File: config.mk
export PLATFORM = sky130hd
export DESIGN_NAME = calc_sequencer
export DESIGN_NICKNAME = d
export VERILOG_FILES = /design/src/rtl/calc_sequencer.sv
export SDC_FILE = /design/constraint.sdc
export NUM_CORES = 1
export LEC_CHECK = 0
export ABC_CLOCK_PERIOD_IN_PS = 9640
export CORE_MARGIN = 2
export CORE_UTILIZATION = 35
export CTS_CLUSTER_SIZE = 12
export DETAILED_ROUTE_END_ITERATION = 10
export HOLD_SLACK_MARGIN = 0.15
export PLACE_DENSITY = 0.52
export SYNTH_ARGS = -nofsm -noshare
export SYNTH_HDL_FRONTEND = slang
export SYNTH_SLANG_ARGS = --single-unit
File: constraint.sdc
create_clock -name clk -period 9.64 [get_ports clk]
set_clock_uncertainty 0.1 [all_clocks]
set_input_delay 2.41 -clock clk [delete_from_list [all_inputs] [get_ports clk]]
set_output_delay 2.41 -clock clk [all_outputs]
set_load 0.02 [all_outputs]
File: src/rtl/calc_sequencer.sv
// calc_sequencer: queues ALU commands, issues them one at a time and returns tagged results
module calc_sequencer #(
   parameter int DEPTH = 4,
   parameter int ALU_LAT = 1,
   parameter logic [3:0] NOP_OP = 4'b0000,
   parameter logic [3:0] RST_OP = 4'b1100
) (
   input  logic        clk,
   input  logic        rst_n,
   input  logic        cmd_valid,
   output logic        cmd_ready,
   input  logic [3:0]  cmd_op,
   input  logic [31:0] cmd_p,
   input  logic [31:0] cmd_q,
   output logic        rsp_valid,
   input  logic        rsp_ready,
   output logic [31:0] rsp_result,
   output logic [1:0]  rsp_error,
   output logic [3:0]  rsp_tag,
   output logic [3:0]  alu_op,
   output logic [31:0] alu_p,
   output logic [31:0] alu_q,
   input  logic [31:0] alu_result,
   input  logic [1:0]  alu_error,
   output logic        busy,
   output logic        err_sticky,
   input  logic        clr_err,
   output logic [7:0]  drop_count
);
   localparam int PW = $clog2(DEPTH);
   localparam int CW = $clog2(DEPTH + 1);
   localparam logic [2:0] S_INIT = 3'd0, S_IDLE = 3'd1, S_ISSUE = 3'd2,
                          S_CAP = 3'd3, S_RESP = 3'd4, S_ERR = 3'd5;
   logic [2:0]    state_q, state_d;
   logic [7:0]    cnt_q, cnt_d;
   logic [PW-1:0] wr_ptr_q, wr_ptr_d, rd_ptr_q, rd_ptr_d;
   logic [CW-1:0] count_q, count_d;
   logic [67:0]   mem_q [DEPTH];
   logic [3:0]    alu_op_q, alu_op_d, rsp_tag_q, rsp_tag_d, tag_q, tag_d;
   logic [31:0]   alu_p_q, alu_p_d, alu_q_q, alu_q_d, rsp_result_q, rsp_result_d;
   logic [1:0]    rsp_error_q, rsp_error_d;
   logic          rsp_valid_q, rsp_valid_d, err_sticky_q, err_sticky_d;
   logic [7:0]    drop_q, drop_d;
   logic [8:0]    drop_sum;
   logic          full, push, pop, flush;
   assign full       = count_q == CW'(DEPTH);
   assign cmd_ready  = !full && state_q != S_INIT && state_q != S_ERR;
   assign push       = cmd_valid && cmd_ready;
   assign busy       = count_q != '0 || state_q != S_IDLE;
   assign alu_op     = alu_op_q;
   assign alu_p      = alu_p_q;
   assign alu_q      = alu_q_q;
   assign rsp_valid  = rsp_valid_q;
   assign rsp_result = rsp_result_q;
   assign rsp_error  = rsp_error_q;
   assign rsp_tag    = rsp_tag_q;
   assign err_sticky = err_sticky_q;
   assign drop_count = drop_q;
   always_comb begin
      state_d      = state_q;
      cnt_d        = cnt_q;
      alu_op_d     = alu_op_q;
      alu_p_d      = alu_p_q;
      alu_q_d      = alu_q_q;
      rsp_valid_d  = rsp_valid_q;
      rsp_result_d = rsp_result_q;
      rsp_error_d  = rsp_error_q;
      rsp_tag_d    = rsp_tag_q;
      tag_d        = tag_q;
      err_sticky_d = err_sticky_q;
      pop          = 1'b0;
      flush        = 1'b0;
      case (state_q)
         S_INIT: begin
            alu_op_d = (cnt_q == 8'(ALU_LAT + 1)) ? NOP_OP : RST_OP;
            state_d  = (cnt_q == 8'(ALU_LAT + 1)) ? S_IDLE : S_INIT;
            cnt_d    = (cnt_q == 8'(ALU_LAT + 1)) ? 8'd0 : cnt_q + 8'd1;
         end
         S_IDLE: begin
            alu_op_d = NOP_OP;
            if (count_q != '0) begin
               pop = 1'b1;
               {alu_op_d, alu_p_d, alu_q_d} = mem_q[rd_ptr_q];
               cnt_d   = 8'd0;
               state_d = S_ISSUE;
            end
         end
         S_ISSUE: begin
            state_d = (cnt_q == 8'(ALU_LAT - 1)) ? S_CAP : S_ISSUE;
            cnt_d   = (cnt_q == 8'(ALU_LAT - 1)) ? 8'd0 : cnt_q + 8'd1;
         end
         S_CAP: begin
            alu_op_d     = NOP_OP;
            rsp_result_d = alu_result;
            rsp_error_d  = alu_error;
            rsp_tag_d    = tag_q;
            rsp_valid_d  = 1'b1;
            tag_d        = tag_q + 4'd1;
            state_d      = S_RESP;
         end
         S_RESP: begin
            if (rsp_ready) begin
               rsp_valid_d  = 1'b0;
               flush        = rsp_error_q != 2'b00;
               err_sticky_d = err_sticky_q || flush;
               state_d      = flush ? S_ERR : S_IDLE;
            end
         end
         S_ERR: begin
            err_sticky_d = clr_err ? 1'b0 : err_sticky_q;
            state_d      = clr_err ? S_IDLE : S_ERR;
         end
         default: state_d = S_INIT;
      endcase
      // a command pushed on the flush edge is dropped along with the queue
      drop_sum = {1'b0, drop_q} + 9'(count_q) + 9'(push);
      drop_d   = flush ? (drop_sum[8] ? 8'hFF : drop_sum[7:0]) : drop_q;
      wr_ptr_d = wr_ptr_q + PW'(push);
      rd_ptr_d = flush ? wr_ptr_d : rd_ptr_q + PW'(pop);
      count_d  = flush ? '0 : count_q + CW'(push) - CW'(pop);
   end
   always_ff @(posedge clk)
      if (push) mem_q[wr_ptr_q] <= {cmd_op, cmd_p, cmd_q};
   always_ff @(posedge clk or negedge rst_n) begin
      if (!rst_n) begin
         state_q      <= S_INIT;
         cnt_q        <= '0;
         wr_ptr_q     <= '0;
         rd_ptr_q     <= '0;
         count_q      <= '0;
         alu_op_q     <= NOP_OP;
         alu_p_q      <= '0;
         alu_q_q      <= '0;
         rsp_valid_q  <= 1'b0;
         rsp_result_q <= '0;
         rsp_error_q  <= '0;
         rsp_tag_q    <= '0;
         tag_q        <= '0;
         err_sticky_q <= 1'b0;
         drop_q       <= '0;
      end else begin
         state_q      <= state_d;
         cnt_q        <= cnt_d;
         wr_ptr_q     <= wr_ptr_d;
         rd_ptr_q     <= rd_ptr_d;
         count_q      <= count_d;
         alu_op_q     <= alu_op_d;
         alu_p_q      <= alu_p_d;
         alu_q_q      <= alu_q_d;
         rsp_valid_q  <= rsp_valid_d;
         rsp_result_q <= rsp_result_d;
         rsp_error_q  <= rsp_error_d;
         rsp_tag_q    <= rsp_tag_d;
         tag_q        <= tag_d;
         err_sticky_q <= err_sticky_d;
         drop_q       <= drop_d;
      end
   end
endmodule

==> results of run 1 <==
worst register-to-register path: cells and delay by family, from the launching register on:
kind | cells | cell delay, ns
flip-flops | 1 | 0.60
XOR/XNOR | 2 | 0.27
AND/OR/NAND/NOR | 3 | 0.73
adder cells (fa/ha/maj) | 3 | 0.89
buffers and inverters | 3 | 0.86
path summary, 6_finish.rpt:
kind / endpoint / slack [ns] / depth (start not counted)
min in group asynchronous: drop_count[5] / 1.83 / 1
min: tag_q[3] / 0.36 / 1
max: busy / 4.86 / 3
max in group asynchronous: alu_p[20] / 6.35 / 2
max reg2reg: count_q[2] / 6.08 / 11
min reg2reg: tag_q[3] / 0.36 / 1
state kept, by name, summed over array words and instances (netlist names), 4 cells and up:
signal and count:
tag_q 4, rsp_tag 4, alu_q 32, rsp_result 32
alu_op 4, drop_count 8, cnt_q 8, alu_p 32
mem_q 272
stage by stage:
stage / power [mW] / instance area, sq um / setup WS (ns) / hold slack, ns
floorplan: 3.941 / 15580 / 1.404 / 0.3378
finish: 6.446 / 20000 / 4.858 / 0.3595
CTS: 6.575 / 19990 / 4.806 / 0.3658
global route: 6.808 / 19990 / 4.629 / 0.3824
global placement: 4.825 / 18520 / 4.572 / 0.3595
detailed placement: 4.840 / 18520 / 4.583 / 0.3568
power groups by stage:
| stage | sequential [mW] | clock (mW) | combinational [mW] |
|---|---|---|---|
| floorplan | 2.88 | 0 | 1.06 |
| global placement | 2.68 | 0 | 2.15 |
| detailed placement | 2.69 | 0 | 2.15 |
| CTS | 2.66 | 1.76 | 2.16 |
| global route | 2.71 | 1.83 | 2.27 |
| finish | 2.64 | 1.70 | 2.11 |
cell families (layout without fill, tap and decap cells):
| group | Yosys count | in the layout | share of synthesized area, % |
|---|---|---|---|
| other | 0 | 3 | 0 |
| XOR/XNOR | 8 | 8 | 0.4497 |
| multiplexers | 176 | 176 | 17.62 |
| flip-flops | 410 | 410 | 74.58 |
| AND/OR/NAND/NOR | 100 | 100 | 3.437 |
| buffers and inverters | 45 | 329 | 1.325 |
| AO/OA/AOI/OAI | 32 | 32 | 1.405 |
| adder cells (fa/ha/maj) | 13 | 13 | 1.188 |
placed cells by master (no fill, tap or decap), types with 10 or more instances in the layout:
master,n
sky130_fd_sc_hd__edfxtp_1,272
sky130_fd_sc_hd__clkdlybuf4s50_1,223
sky130_fd_sc_hd__dfrtp_1,136
sky130_fd_sc_hd__mux2_2,106
sky130_fd_sc_hd__mux4_2,68
sky130_fd_sc_hd__clkbuf_16,46
sky130_fd_sc_hd__nand2_1,25
sky130_fd_sc_hd__clkbuf_1,20
sky130_fd_sc_hd__nor2_1,15
sky130_fd_sc_hd__nand3_1,15
sky130_fd_sc_hd__buf_4,11
sky130_fd_sc_hd__inv_1,10
sky130_fd_sc_hd__ha_1,10
layer usage:
layer  vias to the layer above  wire length [um]  track usage [%]
li1                       3591                 -                -
met1                      4090             14340            18.84
met2                       237             15100            22.44
met3                        53              2330            4.685
met4                         2               689            4.184
met5                         -                12                0
area by class of cell:
type                            instances  area share, %
Clock inverter                         12         0.8134
Tap cell                              592          3.704
Antenna cell                            3        0.03754
Inverter                               10         0.1877
Multi-Input combinational cell        329          18.93
Sequential cell                       410          58.15
Timing Repair Buffer                  235          11.63
Clock buffer                           72          6.545
==> flow_results.xml, run 1 <==
<?xml version="1.0" encoding="UTF-8"?>
<metrics>
  <group name="outcome">
    <metric name="run_status" unit="">complete, no violations</metric>
  </group>
  <group name="clock_network">
    <metric name="cts.htree.levels" unit="">2</metric>
    <metric name="cts.repair.resized" unit="">0</metric>
    <metric name="tritoncts" unit="">yes</metric>
    <metric name="tritoncts_num_sinks" unit="">410</metric>
    <metric name="clkLatencyLatePin" unit="ns">0.58</metric>
    <metric name="tritoncts.num_buffers" unit="">45</metric>
    <metric name="cts_setup_buffers" unit="">0</metric>
    <metric name="clock_tree.root_cell" unit="">sky130_fd_sc_hd__clkbuf_16</metric>
    <metric name="clock_path_buffers" unit="">3</metric>
    <metric name="holdBufCountCts" unit="">0</metric>
    <metric name="clk_pin_slew_worst_paths" unit="ns">0.06</metric>
  </group>
  <group name="grt">
    <metric name="grt_start_max_net_pins" unit="">86</metric>
    <metric name="global_route_wire_length_before_repair" unit="um">50180</metric>
    <metric name="antenna_found_initial" unit="">5</metric>
    <metric name="track_usage" unit="%">14.23</metric>
    <metric name="grt_remaining_overflow" unit="">0</metric>
    <metric name="first_global_vias" unit="">8369</metric>
  </group>
  <group name="worst_setup_path">
    <metric name="critical_path.top_delay_family" unit="">flip-flops</metric>
    <metric name="critPathLaunchType" unit="">flip-flop</metric>
    <metric name="endpoint_kind" unit="">output port</metric>
    <metric name="worst-endpoint-arrival" unit="ns">2.27</metric>
    <metric name="critical_path.slowest_cell" unit="">sky130_fd_sc_hd__dfrtp_1</metric>
    <metric name="criticalPathCategory" unit="">reg2out</metric>
    <metric name="worstPathMaxFanout" unit="">16</metric>
    <metric name="crit_path_start" unit="">state_q[0]</metric>
    <metric name="worstPathBufferInverterCount" unit="">1</metric>
    <metric name="cell_breakdown_of_the_critical_path" unit="">nor3b_1, nand2_1, clkdlybuf4s50_1</metric>
    <metric name="r2r_start" unit="">state_q[0]</metric>
    <metric name="slowest_stage_delay_on_critical_path" unit="ns">0.60</metric>
    <metric name="critPathRequiredTime" unit="ns">7.13</metric>
  </group>
  <group name="logic_synthesis">
    <metric name="yosys_most_used_dff" unit="">sky130_fd_sc_hd__edfxtp_1</metric>
    <metric name="synthMostInstantiatedCell" unit="">sky130_fd_sc_hd__edfxtp_1</metric>
    <metric name="synthArstFlopShare" unit="%">33.66</metric>
    <metric name="synth_seq_cells" unit="">410</metric>
    <metric name="netlist_instances" unit="">784</metric>
    <metric name="library_cell_with_the_largest_summed_area_after_synthesis" unit="">sky130_fd_sc_hd__edfxtp_1</metric>
    <metric name="synth_area_leaders" unit="">sky130_fd_sc_hd__edfxtp_1 52%, sky130_fd_sc_hd__dfrtp_1 22%, sky130_fd_sc_hd__mux4_2 9.8%</metric>
    <metric name="synth-seq-area-share" unit="%">74.58</metric>
    <metric name="number_of_flops_mapped_to_enable_cells_by_yosys" unit="">272</metric>
    <metric name="yosys_warnings" unit="">0</metric>
    <metric name="synthesis.nets" unit="">904</metric>
    <metric name="synth.distinct_cells" unit="">49</metric>
    <metric name="syn-mean-instance-area" unit="sq um">19.88</metric>
    <metric name="share_of_the_synthesized_area_in_the_top_cell_type" unit="%">52.42</metric>
    <metric name="syn-cell-area" unit="sq um">15580</metric>
    <metric name="synthTopCellsByCount" unit="">272 x sky130_fd_sc_hd__edfxtp_1, 138 x sky130_fd_sc_hd__dfrtp_1, 106 x sky130_fd_sc_hd__mux2_2</metric>
  </group>
  <group name="sta">
    <metric name="worstMarginPinSlew" unit="ns">1.011</metric>
    <metric name="max_freq" unit="MHz">209.1</metric>
    <metric name="setup_viol_count_final" unit="">0</metric>
    <metric name="final_number_of_max_transition_violations" unit="">0</metric>
    <metric name="fin_setup_tns" unit="ns">0</metric>
    <metric name="min_period_over_period" unit="%">49.61</metric>
    <metric name="hold_viol" unit="">0</metric>
    <metric name="slew-limit-headroom" unit="%">32.39</metric>
    <metric name="grt_setup_unrepaired" unit="">no</metric>
    <metric name="timing.final.crit_period" unit="ns">4.782</metric>
  </group>
  <group name="route">
    <metric name="drtAntennaViolNets" unit="">0</metric>
    <metric name="drtIter0Drc" unit="">434</metric>
    <metric name="drc" unit="">0</metric>
    <metric name="drt-pass1-iter-count" unit="">5</metric>
    <metric name="detail_route.wl_per_cell" unit="um">19.53</metric>
    <metric name="drt_wl_total" unit="um">32470</metric>
    <metric name="dr_total_vias" unit="">7973</metric>
    <metric name="vias_per_cell" unit="">4.794</metric>
  </group>
  <group name="cells_and_area">
    <metric name="syn2layout_area_growth" unit="%">28.33</metric>
    <metric name="fin_util" unit="%">45.32</metric>
    <metric name="regArea" unit="sq um">11630</metric>
    <metric name="share_of_final_layout_standard_cells_stronger_than_drive_strength_1" unit="%">24.63</metric>
    <metric name="layout.nets" unit="">1151</metric>
    <metric name="multi_input_comb_area" unit="sq um">3785</metric>
    <metric name="final_cell_count_no_fill" unit="">1663</metric>
    <metric name="fillers" unit="">3924</metric>
  </group>
  <group name="power_and_ir_drop">
    <metric name="cell_internal_pwr" unit="mW">4.463</metric>
    <metric name="pwr-share-clk" unit="%">26.4</metric>
    <metric name="share_comb_of_total_power" unit="%">32.7</metric>
    <metric name="power.ir.vdd_worst" unit="uV">152.1</metric>
    <metric name="power.static_leakage" unit="nW">7.100</metric>
    <metric name="p_sw_share" unit="%">30.76</metric>
    <metric name="power_density" unit="nW/um^2">322.4</metric>
    <metric name="seq_power_share" unit="%">40.9</metric>
    <metric name="switching_power" unit="mW">1.983</metric>
  </group>
  <group name="floorplan">
    <metric name="die_w" unit="um">215</metric>
    <metric name="fp.dieH" unit="um">215</metric>
    <metric name="start_util" unit="%">35.31</metric>
    <metric name="design.core.area" unit="sq um">44120</metric>
    <metric name="io_pins" unit="">225</metric>
    <metric name="row_count" unit="">77</metric>
    <metric name="die_area" unit="sq um">46230</metric>
  </group>
  <group name="hold_path">
    <metric name="hold_start" unit="">tag_q[3]</metric>
    <metric name="type_of_the_most_critical_hold_path" unit="">reg2reg</metric>
  </group>
  <group name="place">
    <metric name="place_hpwl" unit="um">19430</metric>
    <metric name="port_buffers" unit="">224</metric>
    <metric name="placed_cells" unit="">1576</metric>
    <metric name="routabilityCongestion" unit="">0.7652</metric>
  </group>
  <group name="run">
    <metric name="cap_viol_max_count" unit="">0</metric>
  </group>
</metrics>
No activity file was read; power rests on OpenSTA's default activity.
==> run 2, diff against run 1 <==
--- a/config.mk
+++ b/config.mk
@@ -5,7 +5,7 @@
 export SDC_FILE = /design/constraint.sdc
 export NUM_CORES = 1
 export LEC_CHECK = 0
-export ABC_CLOCK_PERIOD_IN_PS = 9640
+export ABC_CLOCK_PERIOD_IN_PS = 4500
 export CORE_MARGIN = 2
 export CORE_UTILIZATION = 35
 export CTS_CLUSTER_SIZE = 12
==> constraint.sdc (replaced) <==
create_clock -name clk -period 4.5 [get_ports clk]
set_clock_uncertainty 0.1 [all_clocks]
set_input_delay 1.125 -clock clk [delete_from_list [all_inputs] [get_ports clk]]
set_output_delay 1.125 -clock clk [all_outputs]
set_load 0.02 [all_outputs]
==> flow_results.xml, run 2 (synthesized netlist as in run 1, its figures left out) <==
<?xml version="1.0" encoding="UTF-8"?>
<metrics>
  <group name="power_and_ir_drop">
    <metric name="power.total" unit="mW">13.82</metric>
    <metric name="power.ir.vdd_worst" unit="uV">293.6</metric>
    <metric name="power_density" unit="nW/um^2">688.2</metric>
    <metric name="power.static_leakage" unit="nW">7.130</metric>
  </group>
  <group name="cells_and_area">
    <metric name="regArea" unit="sq um">11630</metric>
    <metric name="flip_flop_count_of_the_largest_register_all_copies_and_words_added" unit="">272</metric>
    <metric name="fillers" unit="">3867</metric>
    <metric name="commonest_non_fill_non_tap_cells_in_the_layout" unit="">272 x sky130_fd_sc_hd__edfxtp_1, 223 x sky130_fd_sc_hd__clkdlybuf4s50_1, 136 x sky130_fd_sc_hd__dfrtp_1, 106 x sky130_fd_sc_hd__mux2_2, 68 x sky130_fd_sc_hd__mux4_2</metric>
    <metric name="largest_register_by_flop_count" unit="">mem_q</metric>
    <metric name="final_cell_area" unit="sq um">20080</metric>
    <metric name="layout.nets" unit="">1152</metric>
    <metric name="syn2layout_area_growth" unit="%">28.83</metric>
    <metric name="final_common_cell" unit="">sky130_fd_sc_hd__edfxtp_1</metric>
    <metric name="multi_input_comb_area" unit="sq um">3801</metric>
    <metric name="fin_util" unit="%">45.50</metric>
    <metric name="share_of_final_layout_standard_cells_stronger_than_drive_strength_1" unit="%">24.79</metric>
  </group>
  <group name="sta">
    <metric name="fin_setup_tns" unit="ns">0</metric>
    <metric name="min_period_over_period" unit="%">78.57</metric>
    <metric name="fin_ws" unit="ns">0.9644</metric>
    <metric name="max_freq" unit="MHz">282.8</metric>
    <metric name="final_number_of_max_transition_violations" unit="">0</metric>
    <metric name="grt_setup_unrepaired" unit="">no</metric>
    <metric name="setup_viol_count_final" unit="">0</metric>
    <metric name="hold_viol" unit="">0</metric>
    <metric name="worstMarginPinSlew" unit="ns">1.016</metric>
    <metric name="timing.final.crit_period" unit="ns">3.536</metric>
    <metric name="slew-limit-headroom" unit="%">32.27</metric>
  </group>
  <group name="worst_setup_path">
    <metric name="worstPathMaxFanout" unit="">16</metric>
    <metric name="critPathLaunchType" unit="">flip-flop</metric>
    <metric name="criticalPathCategory" unit="">reg2out</metric>
    <metric name="critPathRequiredTime" unit="ns">3.27</metric>
    <metric name="endpoint_kind" unit="">output port</metric>
    <metric name="worst-endpoint-arrival" unit="ns">2.31</metric>
  </group>
  <group name="route">
    <metric name="drc" unit="">0</metric>
    <metric name="vias_per_cell" unit="">4.799</metric>
    <metric name="dr_total_vias" unit="">7976</metric>
    <metric name="drt_wl_total" unit="um">32530</metric>
    <metric name="drtIter0Drc" unit="">462</metric>
    <metric name="drt-pass1-iter-count" unit="">4</metric>
    <metric name="drtAntennaViolNets" unit="">0</metric>
    <metric name="detail_route.wl_per_cell" unit="um">19.57</metric>
  </group>
  <group name="clock_network">
    <metric name="tritoncts" unit="">yes</metric>
    <metric name="cts.repair.resized" unit="">0</metric>
    <metric name="cts.htree.levels" unit="">2</metric>
    <metric name="clkLatencyLatePin" unit="ns">0.56</metric>
    <metric name="clock_tree.root_cell" unit="">sky130_fd_sc_hd__clkbuf_16</metric>
    <metric name="clk_pin_slew_worst_paths" unit="ns">0.06</metric>
    <metric name="holdBufCountCts" unit="">0</metric>
    <metric name="clock_path_buffers" unit="">3</metric>
    <metric name="tritoncts.num_buffers" unit="">45</metric>
    <metric name="tritoncts_num_sinks" unit="">410</metric>
    <metric name="cts_setup_buffers" unit="">0</metric>
  </group>
  <group name="hold_path">
    <metric name="type_of_the_most_critical_hold_path" unit="">reg2reg</metric>
  </group>
  <group name="place">
    <metric name="dpl-instance-area" unit="sq um">18630</metric>
    <metric name="port_buffers" unit="">224</metric>
    <metric name="place_hpwl" unit="um">19610</metric>
    <metric name="routabilityCongestion" unit="">0.7429</metric>
    <metric name="dp_slack" unit="ns">0.6734</metric>
  </group>
  <group name="floorplan">
    <metric name="die_area" unit="sq um">46230</metric>
    <metric name="row_count" unit="">77</metric>
    <metric name="io_pins" unit="">225</metric>
    <metric name="fp.dieH" unit="um">215</metric>
    <metric name="design.core.area" unit="sq um">44120</metric>
    <metric name="start_util" unit="%">35.31</metric>
    <metric name="die_w" unit="um">215</metric>
  </group>
  <group name="grt">
    <metric name="track_usage" unit="%">14.17</metric>
    <metric name="global_route_wire_length_before_repair" unit="um">50270</metric>
    <metric name="first_global_vias" unit="">8453</metric>
    <metric name="use_met1" unit="%">18.92</metric>
    <metric name="grt_busiest_layer" unit="">met2</metric>
    <metric name="global_route.usage.met2" unit="%">22.32</metric>
    <metric name="antenna_found_initial" unit="">3</metric>
    <metric name="grt_remaining_overflow" unit="">0</metric>
    <metric name="global_route.usage.met3" unit="%">4.430</metric>
    <metric name="grt_start_max_net_pins" unit="">139</metric>
  </group>
  <group name="run">
    <metric name="cap_viol_max_count" unit="">0</metric>
  </group>
  <group name="outcome">
    <metric name="run_status" unit="">complete, no violations</metric>
  </group>
</metrics>
run 2: changes by cell type in the layout (fill, tap and decap cells not counted), sizes merged:
cell      before  now
diode          3    1
clkinv         8   14
clkinvlp       0    1
buf           12   13
clkbuf        72   65
run 2: cell type report:
cell class,count,share of cell area (%)
diodes,1,0.01246
clock buffers,65,6.345
clock inverters,19,0.8476
inverters,10,0.1870
multi-input cells,329,18.93
flip-flops and latches,410,57.92
well taps,592,3.690
repair buffers,236,12.06
run 2: worst max-delay path, cell delays in order, from the launching register on:
cell	delay, ns
sky130_fd_sc_hd__dfrtp_1	0.60
sky130_fd_sc_hd__nor3b_1	0.40
sky130_fd_sc_hd__nand2_1	0.16
sky130_fd_sc_hd__clkdlybuf4s50_1	0.59
run 2: final timing paths:
check                                 from             to  slack [ns]  depth (start not counted)
worst max register to register  state_q[0]  drop_count[2]        1.30                         11
worst min register to register    tag_q[3]       tag_q[3]        0.36                          1
max in group asynchronous            rst_n      alu_p[12]        3.12                          2
min in group asynchronous            rst_n  drop_count[3]        0.58                          2
worst min-delay path              tag_q[3]       tag_q[3]        0.36                          1
worst max-delay path            state_q[0]           busy        0.96                          3
run 2: layer usage:
metal  vias to the layer above  part of all wire (%)
li1                       3579                     -
met1                      4116                    45
met2                       222                    47
met3                        55                   6.5
met4                         4                   2.1
met5                         -                 0.092
run 2: power by group:
part           leakage (nW)  total [mW]  switching [mW]  internal (mW)
clock network         0.709        3.60            1.46           2.14
registers              4.13        5.75           0.695           5.05
logic                  2.29        4.47            2.09           2.37
total                  7.13        13.8            4.25           9.57
run 2: metrics by stage:
step / hold WS (ns) / cells
after floorplan: 0.3378 / 784
after global placement: 0.3567 / 1577
after detailed placement: 0.3560 / 1577
after CTS: 0.3647 / 1661
after global routing: 0.3770 / 1661
final: 0.3605 / 1662
==> run 3, diff against run 2 <==
--- a/config.mk
+++ b/config.mk
@@ -5,7 +5,7 @@
 export SDC_FILE = /design/constraint.sdc
 export NUM_CORES = 1
 export LEC_CHECK = 0
-export ABC_CLOCK_PERIOD_IN_PS = 4500
+export ABC_CLOCK_PERIOD_IN_PS = 3420
 export CORE_MARGIN = 2
 export CORE_UTILIZATION = 35
 export CTS_CLUSTER_SIZE = 12
==> constraint.sdc (replaced) <==
create_clock -name clk -period 3.42 [get_ports clk]
set_clock_uncertainty 0.1 [all_clocks]
set_input_delay 0.855 -clock clk [delete_from_list [all_inputs] [get_ports clk]]
set_output_delay 0.855 -clock clk [all_outputs]
set_load 0.02 [all_outputs]
==> flow_results.xml, run 3 (synthesized netlist as in run 1, its figures left out) <==
<?xml version="1.0" encoding="UTF-8"?>
<metrics>
  <group name="outcome">
    <metric name="run_status" unit="">complete, no violations</metric>
  </group>
  <group name="grt">
    <metric name="grt_start_max_net_pins" unit="">68</metric>
    <metric name="first_global_vias" unit="">8663</metric>
    <metric name="track_usage" unit="%">14.78</metric>
    <metric name="global_route_wire_length_before_repair" unit="um">52270</metric>
    <metric name="antenna_found_initial" unit="">7</metric>
    <metric name="grt_remaining_overflow" unit="">0</metric>
  </group>
  <group name="cells_and_area">
    <metric name="layout.nets" unit="">1160</metric>
    <metric name="final_cell_count_no_fill" unit="">1670</metric>
    <metric name="commonest_non_fill_non_tap_cells_in_the_layout" unit="">272 x sky130_fd_sc_hd__edfxtp_1, 223 x sky130_fd_sc_hd__clkdlybuf4s50_1, 136 x sky130_fd_sc_hd__dfrtp_1, 106 x sky130_fd_sc_hd__mux2_2, 68 x sky130_fd_sc_hd__mux4_2</metric>
    <metric name="syn2layout_area_growth" unit="%">29.97</metric>
    <metric name="final_common_cell" unit="">sky130_fd_sc_hd__edfxtp_1</metric>
    <metric name="flip_flop_count_of_the_largest_register_all_copies_and_words_added" unit="">272</metric>
    <metric name="share_of_final_layout_standard_cells_stronger_than_drive_strength_1" unit="%">25.72</metric>
    <metric name="largest_register_by_flop_count" unit="">mem_q</metric>
    <metric name="final_cell_area" unit="sq um">20250</metric>
  </group>
  <group name="worst_setup_path">
    <metric name="worstPathMaxFanout" unit="">7</metric>
    <metric name="endpoint_kind" unit="">output port</metric>
    <metric name="criticalPathCategory" unit="">reg2out</metric>
    <metric name="worst-endpoint-arrival" unit="ns">2.26</metric>
    <metric name="critPathRequiredTime" unit="ns">2.46</metric>
    <metric name="critPathLaunchType" unit="">flip-flop</metric>
  </group>
  <group name="floorplan">
    <metric name="design.core.area" unit="sq um">44120</metric>
    <metric name="io_pins" unit="">225</metric>
    <metric name="row_count" unit="">77</metric>
    <metric name="fp.dieH" unit="um">215</metric>
    <metric name="die_area" unit="sq um">46230</metric>
    <metric name="die_w" unit="um">215</metric>
    <metric name="start_util" unit="%">35.31</metric>
  </group>
  <group name="sta">
    <metric name="timing.final.crit_period" unit="ns">3.218</metric>
    <metric name="hold-worst-slack" unit="ns">0.3653</metric>
    <metric name="hold_viol" unit="">0</metric>
    <metric name="fin_setup_tns" unit="ns">0</metric>
    <metric name="worstMarginPinSlew" unit="ns">1.035</metric>
    <metric name="final_number_of_max_transition_violations" unit="">0</metric>
    <metric name="min_period_over_period" unit="%">94.08</metric>
    <metric name="setup_viol_count_final" unit="">0</metric>
    <metric name="max_freq" unit="MHz">310.8</metric>
    <metric name="grt_setup_unrepaired" unit="">no</metric>
    <metric name="slew-limit-headroom" unit="%">30.74</metric>
  </group>
  <group name="place">
    <metric name="place_hpwl" unit="um">20490</metric>
    <metric name="dpl-instance-area" unit="sq um">18770</metric>
    <metric name="placed_cells" unit="">1584</metric>
    <metric name="port_buffers" unit="">224</metric>
    <metric name="routabilityCongestion" unit="">0.7620</metric>
  </group>
  <group name="power_and_ir_drop">
    <metric name="power_density" unit="nW/um^2">906.5</metric>
    <metric name="power.static_leakage" unit="nW">7.204</metric>
    <metric name="power.ir.vdd_worst" unit="uV">535.3</metric>
    <metric name="power.total" unit="mW">18.36</metric>
  </group>
  <group name="clock_network">
    <metric name="cts_setup_buffers" unit="">0</metric>
    <metric name="cts.htree.levels" unit="">2</metric>
    <metric name="clkLatencyLatePin" unit="ns">0.58</metric>
    <metric name="tritoncts_num_sinks" unit="">410</metric>
    <metric name="clock_path_buffers" unit="">3</metric>
    <metric name="tritoncts.num_buffers" unit="">45</metric>
    <metric name="clock_tree.root_cell" unit="">sky130_fd_sc_hd__clkbuf_16</metric>
    <metric name="tritoncts" unit="">yes</metric>
    <metric name="clk_pin_slew_worst_paths" unit="ns">0.06</metric>
  </group>
  <group name="route">
    <metric name="drt-pass1-iter-count" unit="">4</metric>
    <metric name="detail_route.wl_per_cell" unit="um">20.05</metric>
    <metric name="vias_per_cell" unit="">4.795</metric>
    <metric name="drtAntennaViolNets" unit="">0</metric>
    <metric name="drtIter0Drc" unit="">439</metric>
    <metric name="dr_total_vias" unit="">8007</metric>
    <metric name="drt_wl_total" unit="um">33490</metric>
    <metric name="drc" unit="">0</metric>
  </group>
  <group name="run">
    <metric name="cap_viol_max_count" unit="">0</metric>
  </group>
  <group name="hold_path">
    <metric name="type_of_the_most_critical_hold_path" unit="">reg2reg</metric>
  </group>
</metrics>
## run 3: layout make-up
| cell class | instances | area (sq um) |
|---|---|---|
| inverters | 10 | 37.54 |
| flip-flops and latches | 410 | 11630 |
| clock buffers | 66 | 1276 |
| fillers | 3903 | 23870 |
| clock inverters | 18 | 191.4 |
| well taps | 592 | 740.7 |
| multi-input cells | 329 | 3817 |
| repair buffers | 244 | 2559 |
| diodes | 1 | 2.502 |
## run 3: final timing paths
kind,slack [ns],from,endpoint,cells past startpoint
max,0.20,count_q[1],busy,3
min,0.37,tag_q[3],tag_q[3],1
max reg2reg,0.63,state_q[1],drop_count[2],10
min reg2reg,0.37,tag_q[3],tag_q[3],1
max in group asynchronous,1.90,rst_n,rd_ptr_q[0],3
min in group asynchronous,0.62,rst_n,drop_count[5],2
## run 3: routing by layer
| metal | GRT usage, % | vias up | part of all wire, % |
|---|---|---|---|
| met5 | 0 | - | 0.24 |
| met4 | 4.529 | 12 | 2.0 |
| met3 | 4.954 | 61 | 7.9 |
| met2 | 23.70 | 221 | 47 |
| met1 | 19.10 | 4103 | 43 |
| li1 | - | 3610 | - |
## run 3: through the flow
step / util (%) / setup slack, ns
after floorplan: - / -0.1177
after global placement: 42.53 / 0.1853
after detailed placement: 42.53 / 0.1271
after CTS: 45.88 / 0.1113
after global routing: 45.89 / 0.05186
final: 45.90 / 0.2024
## run 3: power by group
part | leakage (nW) | switching [mW] | internal [mW]
Clock | 0.714 | 1.94 | 2.83
Combinational | 2.36 | 2.97 | 3.21
Sequential | 4.13 | 0.753 | 6.65
Total | 7.20 | 5.66 | 12.7
## run 3: worst max-delay path: stages (launching register included)
cell	delay [ns]
sky130_fd_sc_hd__dfrtp_1	0.49
sky130_fd_sc_hd__nor3_1	0.43
sky130_fd_sc_hd__nand2_1	0.19
sky130_fd_sc_hd__clkdlybuf4s50_1	0.59
## run 3: timing repair
item                                    CTS  global route
gates resized for setup                   0             1
hold buffers                              1             0
endpoints found under the hold margin    23             0
endpoints found under the setup margin    0             1
